### config.mk
export PLATFORM = sky130hd
export DESIGN_NAME = writeback_arbiter
export DESIGN_NICKNAME = d
export VERILOG_FILES = /design/src/rtl/writeback_arbiter.sv
export SDC_FILE = /design/constraint.sdc
export NUM_CORES = 1
export LEC_CHECK = 0
export ABC_CLOCK_PERIOD_IN_PS = 20600
export BUFFER_PORTS_ARGS = -buffer_cell sky130_fd_sc_hd__buf_2
export CORE_UTILIZATION = 55
export CTS_CLUSTER_DIAMETER = 150
export DETAILED_ROUTE_END_ITERATION = 8
export HOLD_SLACK_MARGIN = 0.06
export PLACE_DENSITY_LB_ADDON = 0.12
export SYNTH_ARGS = -nofsm -noshare
export SYNTH_HDL_FRONTEND = slang
export SYNTH_SLANG_ARGS = --single-unit
export TNS_END_PERCENT = 30
### constraint.sdc
create_clock -name clk -period 20.6 [get_ports clk]
set_input_delay 5.15 -clock clk [delete_from_list [all_inputs] [get_ports clk]]
set_output_delay 5.15 -clock clk [all_outputs]
set_load 0.005 [all_outputs]
### src/rtl/writeback_arbiter.sv
// rtl/writeback_arbiter.sv - register-file write port arbiter: ALU bypass with priority over a 4-deep MDU result FIFO
// Enforces WAW ordering by killing buffered MDU results that an issued ALU write has superseded.
module writeback_arbiter (
  input  logic        clk,
  input  logic        reset,
  input  logic        alu_valid,
  input  logic [4:0]  alu_reg,
  input  logic [31:0] alu_data,
  input  logic        mdu_valid,
  output logic        mdu_ready,
  input  logic [4:0]  mdu_reg,
  input  logic [31:0] mdu_data,
  output logic [4:0]  write_reg,
  output logic [31:0] write_data,
  output logic        regWrite,
  input  logic [4:0]  query_reg,
  output logic        pending_hit,
  output logic [2:0]  pending_count
);

  logic [4:0]  r_fifo_reg  [4];
  logic [31:0] r_fifo_data [4];
  logic [3:0]  r_fifo_kill;
  logic [1:0]  r_wptr;
  logic [1:0]  r_rptr;
  logic [2:0]  r_count;
  logic        r_regwrite;
  logic [4:0]  r_write_reg;
  logic [31:0] r_write_data;

  logic       w_full;
  logic       w_empty;
  logic       w_alu_issue;
  logic       w_push;
  logic       w_pop;
  logic       w_head_live;
  logic [3:0] w_valid;
  logic [3:0] w_match;
  logic [1:0] w_off;
  logic       w_fifo_hit;
  logic       w_out_hit;

  assign w_full      = (r_count == 3'd4);
  assign w_empty     = (r_count == 3'd0);
  assign mdu_ready   = !w_full && !reset;
  assign w_alu_issue = alu_valid && (alu_reg != 5'd0);
  assign w_push      = mdu_valid && mdu_ready && (mdu_reg != 5'd0);
  assign w_pop       = !w_alu_issue && !w_empty;
  assign w_head_live = !r_fifo_kill[r_rptr];

  // An entry is occupied when its distance from the read pointer is below the count.
  always_comb begin
    w_valid = 4'd0;
    w_match = 4'd0;
    w_off   = 2'd0;
    for (int i = 0; i < 4; i++) begin
      w_off      = 2'(i) - r_rptr;
      w_valid[i] = ({1'b0, w_off} < r_count);
      w_match[i] = (r_fifo_reg[i] == query_reg);
    end
  end

  assign w_fifo_hit    = |(w_valid & ~r_fifo_kill & w_match);
  assign w_out_hit     = r_regwrite && (r_write_reg == query_reg);
  assign pending_hit   = (query_reg != 5'd0) && (w_fifo_hit || w_out_hit);
  assign pending_count = r_count;
  assign regWrite      = r_regwrite;
  assign write_reg     = r_write_reg;
  assign write_data    = r_write_data;

  always_ff @(posedge clk or posedge reset) begin
    if (reset) begin
      for (int i = 0; i < 4; i++) begin
        r_fifo_reg[i]  <= 5'd0;
        r_fifo_data[i] <= 32'd0;
      end
      r_fifo_kill  <= 4'd0;
      r_wptr       <= 2'd0;
      r_rptr       <= 2'd0;
      r_count      <= 3'd0;
      r_regwrite   <= 1'b0;
      r_write_reg  <= 5'd0;
      r_write_data <= 32'd0;
    end else begin
      // Free slots may also be marked; a push always rewrites its own kill flag.
      if (w_alu_issue) begin
        for (int i = 0; i < 4; i++) begin
          if (r_fifo_reg[i] == alu_reg) begin
            r_fifo_kill[i] <= 1'b1;
          end
        end
      end
      if (w_push) begin
        r_fifo_reg[r_wptr]  <= mdu_reg;
        r_fifo_data[r_wptr] <= mdu_data;
        r_fifo_kill[r_wptr] <= w_alu_issue && (mdu_reg == alu_reg);
        r_wptr              <= r_wptr + 2'd1;
      end
      if (w_pop) begin
        r_rptr <= r_rptr + 2'd1;
      end
      case ({w_push, w_pop})
        2'b10:   r_count <= r_count + 3'd1;
        2'b01:   r_count <= r_count - 3'd1;
        default: r_count <= r_count;
      endcase
      if (w_alu_issue) begin
        r_regwrite   <= 1'b1;
        r_write_reg  <= alu_reg;
        r_write_data <= alu_data;
      end else if (w_pop && w_head_live) begin
        r_regwrite   <= 1'b1;
        r_write_reg  <= r_fifo_reg[r_rptr];
        r_write_data <= r_fifo_data[r_rptr];
      end else begin
        r_regwrite <= 1'b0;
      end
    end
  end

endmodule

# Yosys cells after proc, flatten, opt, wreduce, memory -nomap -nowiden
# Index checks and enable logic that the tools add are counted.
# totals
reg_bits	197
latch_bits	0
ram_bits	0
rom_bits	0
input_bits	83
output_inout_bits	43
wordCells	105
memories	0
# op_classes
addsub	8
n_mul	0
div_mod_pow	0
n_lt_le_gt_ge	10
eq_ne	13
shifts	0
muxes	30
bitwise	5
reduce_logical	24
# ops
cell	n
32-bit 2-to-1 mux	5
128-bit bitwise mux	1
32-bit binary-select mux with 2-bit select	1
32-bit demux with 2-bit select	1
5-bit == test	10
5-bit 2-to-1 mux	5
20-bit bitwise mux	1
5-bit nonzero test	3
2-bit by 3-bit less-than comparator with 1-bit output	4
1-bit logical AND	11
5-bit binary-select mux with 2-bit select	1
5-bit demux with 2-bit select	1
4-bit AND	2
1-bit 2-to-1 mux	8
4-bit 2-to-1 mux	2
3-bit greater-or-equal comparator, second input constant	2
2-bit by 3-bit less-than comparator with 1-bit output, second input constant	2
2-bit inverter with 3-bit output	2
3-bit one-hot mux with 2 select lines	1
1-bit zero test	5
2-bit by 1-bit adder with 2-bit output, second input constant	2
4-bit bitwise mux	1
4-bit inverter	1
2-bit nonzero test	2
other kinds (14)	16

# Depth between registers and ports, before layout
# depth
ltp_word	7
ltp_mapped	10
depth_no_buf	9

# Worst setup path before layout
# No wires, ideal clock.
# synth_timing
path_type	input to output
start	input port query_reg[0]
end	output port pending_hit
arrival_ps	6137
required_ps	15450
slack_ps	9313
stages	5
n_path_buf	1
path_cell_list	clkbuf_1 xnor2_1 nand4_1 o41ai_1 o22a_1
# synth_via
elab_chain_cells	5
elab_cells_between_ends	11
classes_between	eq/ne: 5; bitwise: 1; reduce/logical: 5
# synth_rtl
item	line	rtl
start: declaration	16	input logic [4:0] query_reg,
5-bit == test	59	w_match[i] = (r_fifo_reg[i] == query_reg);
4-bit AND	63	assign w_fifo_hit = |(w_valid & ~r_fifo_kill & w_match);
4-bit OR reduction	63	
1-bit logical OR	65	assign pending_hit = (query_reg != 5'd0) && (w_fifo_hit || w_out_hit);
1-bit logical AND (*)	65	
end: declaration	17	output logic pending_hit,
# Mark *: on every way between the ends. The rest lies on a longest branch, timed or not.

# Final worst setup path
# Same ends and word-level chain as after synthesis.

==> results.md <==
* TritonRoute pass-1 iters at 4
* Worst path cell trace: buf_2 -> xor2_1 -> nor4_1 -> o211ai_1 -> nand3_1 -> o22a_1 -> buf_2
* CP Class: in2out
* Worst hold path class: reg2reg
* IO Port Bufs at 125
* Post-synth EDFFs at 0
* Starting Density at a little under three fifths
* CTS clock-pin slew for the worst setup and hold paths at 0.06 ns
* GRT Overall Usage at between 20% and 30%
* Sw Ratio at between 30% and 40%
* Syn Nets at ~800
* Crit share post-route at between 50% and 60%
* Async set-or-reset flop fraction in the synthesized netlist at between 90% and 100%
* Critical Path Fanout Max at 6
* Syn avg cell area at about 14 µm²
* Clock power share at a little under a fifth
* Number of global-route vias before repair at ~6,300
* Rows at 47
* Synth cell types at 36
* Initial DRC count at 258
* Grt total ovfl at 0
* Die area at around 18,000 µm²
* Flops & latches, synth at slightly below 200
* Flop pwr share at around two fifths
* Dpl hpwl at approximately 13 mm
* P&R area growth vs syn at 13.9%
* Nets@finish at a little under 900
* Final setup viols at 0
* Critical Path AT at between 6 and 7 ns
* Max Clk Rate at 0.0873 GHz
* Cell Area, Synth at about 9500 µm²
* Setup crit end kind: output port
* Ports at between 100 and 150
* Post-route ant nets at 0
* Slowest cell on crit path: nor4_1
* Clock Latency Late Sink at approximately 0.43 ns
* Most used DFF post-synth: dfrtp_1
* RSZ-0062 raised after global routing: no
* CP most frequent cell: buf_2
* Seq/Total Area, Yosys at between 50% and 60%
* Status: complete, no violations
* CTS Buffer Depth at 2
* Endpoint required time on the critical path at 15.45 ns
* Commonest non-fill, non-tap cell in the layout: dfrtp_1
* Drt wl/cell at 19.9 µm
* PwrDens at between 150 and 200 nW/µm²
* Gp weighted congestion at 0.912
* P_sw at 0.591 mW
* Post-synthesis cell count at 684
* Largest net degree at the start of global routing at 140
* Largest register FFs at ~130
* CTS buffer count at 17
* Leakage power at 4.83 nW
* Die Y at about 130 µm
* Power Internal at approximately 1.1 mW
* Core ar. at between 15,000 and 20,000 µm²
* Gate power share at 39.2%
* Buffers inserted by post-CTS timing repair at 0
* CTS resizes at 0
* Max VDD drop at between 0.00015 and 0.0002 V
* Routed WL at 20.3 mm
* Period minus WS final at about 11 ns
* Most frequent cells in the layout: dfrtp_1, mux2_1, buf_2
* Root buffer cell: clkbuf_16
* Slew Limit Fails at 0
* CTS Hold Buffers Added at 0
* Final Hold Vio Count at 0
* Max-capacitance violation count at 0
* Fillers at roughly 1,300
* CP peak stage delay at ~0.36 ns
* Least-Margin Pin Slew at around 1.0 ns
* Global-route wire length before repair at about 34 mm
* Fraction of layout cells with a size suffix above 1 at between 20% and 30%
* Initial antenna violation count at 0
* DR DRC count at 0
* Number of H-tree levels at 4
* CTS tree: built
* Slew margin rel. at around 33%
* Synthesis Warnings at 0
* CP Launch Type: input port
* Number of diodes at 0
* Via density per instance at approximately 5.8
* DR vias at 5,865
* Post-route clock skew at between 0.01 and 0.015 ns
* Final design utilization at approximately 65%
* Die X at approximately 130 µm
* Final setup TNS at 0 ns
* Sink Count at between 150 and 200
[routing by layer]
metal,GRT usage [%],part of all wire [%]
met1,32.4,44
met5,0,0
met2,41.7,51
met4,7.89,1.8
met3,3.96,3.4
[synth_stat cells (2+ instances only)]
| library cell | instances | area share (%) |
|---|---|---|
| buf_2 | 29 | 1.5 |
| mux2_1 | 145 | 17 |
| buf_6 | 4 | 0.48 |
| a21oi_1 | 35 | 1.8 |
| nor2_1 | 46 | 1.8 |
| xor2_1 | 36 | 3.3 |
| ha_1 | 9 | 1.2 |
| a31oi_1 | 5 | 0.33 |
| nand3_1 | 8 | 0.42 |
| xnor2_1 | 21 | 1.9 |
| nor4_1 | 9 | 0.59 |
| buf_4 | 2 | 0.16 |
| inv_1 | 10 | 0.40 |
| buf_1 | 3 | 0.12 |
| dfrtp_1 | 197 | 52 |
| nand2_1 | 7 | 0.28 |
| o21ai_1 | 5 | 0.26 |
| a21oi_2 | 10 | 0.92 |
| mux4_2 | 38 | 9.0 |
| clkbuf_1 | 10 | 0.40 |
| nor3_1 | 2 | 0.11 |
| mux2i_1 | 38 | 4.0 |
| nand4_1 | 2 | 0.13 |
[critical path: cells and delay by family]
family          cells  cell delay, ns
compound gates      2            0.28
xor+xnor            1            0.15
buf+inv             2            0.26
simple gates        2            0.46
[layout make-up]
cell class / count / area (µm²) / area share, %
sequential: 197 / 4930 / 45.7
multi-input combinational: 429 / 4280 / 39.6
timing repair buffer: 133 / 686 / 6.35
clock buffer: 20 / 457 / 4.23
tap: 220 / 275 / 2.55
clock inverter: 11 / 125 / 1.16
inverter: 10 / 45.0 / 0.417
[kinds of logic (layout without fill, tap and decap cells)]
logic type	count (synthesis)	count (layout)	synth area share [%]
AO/OA/AOI/OAI	62	62	4.08
XOR/XNOR	57	57	5.27
adder cells (fa/ha/maj)	10	10	1.40
buffers and inverters	58	174	3.08
flip-flops	197	197	52.0
multiplexers	221	221	30.3
AND/OR/NAND/NOR	79	79	3.91
[per-stage QoR]
step	power (mW)	hold slack (ns)	setup WS, ns	instances	area, µm²
5_1_grt	1.85	0.501	9.11	1020	10800
2_1_floorplan	1.23	0.459	9.31	684	9480
3_5_place_dp	1.42	0.476	9.17	989	10200
4_1_cts	1.75	0.492	9.16	1020	10800
3_3_place_gp	1.38	0.468	9.24	989	10200
6_report	1.73	0.487	9.14	1020	10800
[path summary, 6_finish.rpt]
path	end	slack, ns	cells after the start	start
setup / recovery	pending_hit	9.14	7	query_reg[0]
hold reg to reg	r_fifo_data[43]	0.49	1	r_fifo_data[43]
min in group asynchronous	regWrite	4.89	2	reset
setup reg to reg	write_data[28]	17.23	5	r_rptr[0]
max in group asynchronous	r_fifo_reg[7]	14.28	3	reset
hold / removal	r_fifo_data[43]	0.49	1	r_fifo_data[43]
[power groups by stage]
stage	Combinational (mW)	Sequential, mW	Clock [mW]
final	0.679	0.727	0.328
after global routing	0.746	0.752	0.348
after CTS	0.694	0.727	0.333
after detailed placement	0.689	0.733	0
after global placement	0.661	0.718	0
after floorplan	0.547	0.679	0
Power figures use the tool's default switching activity.
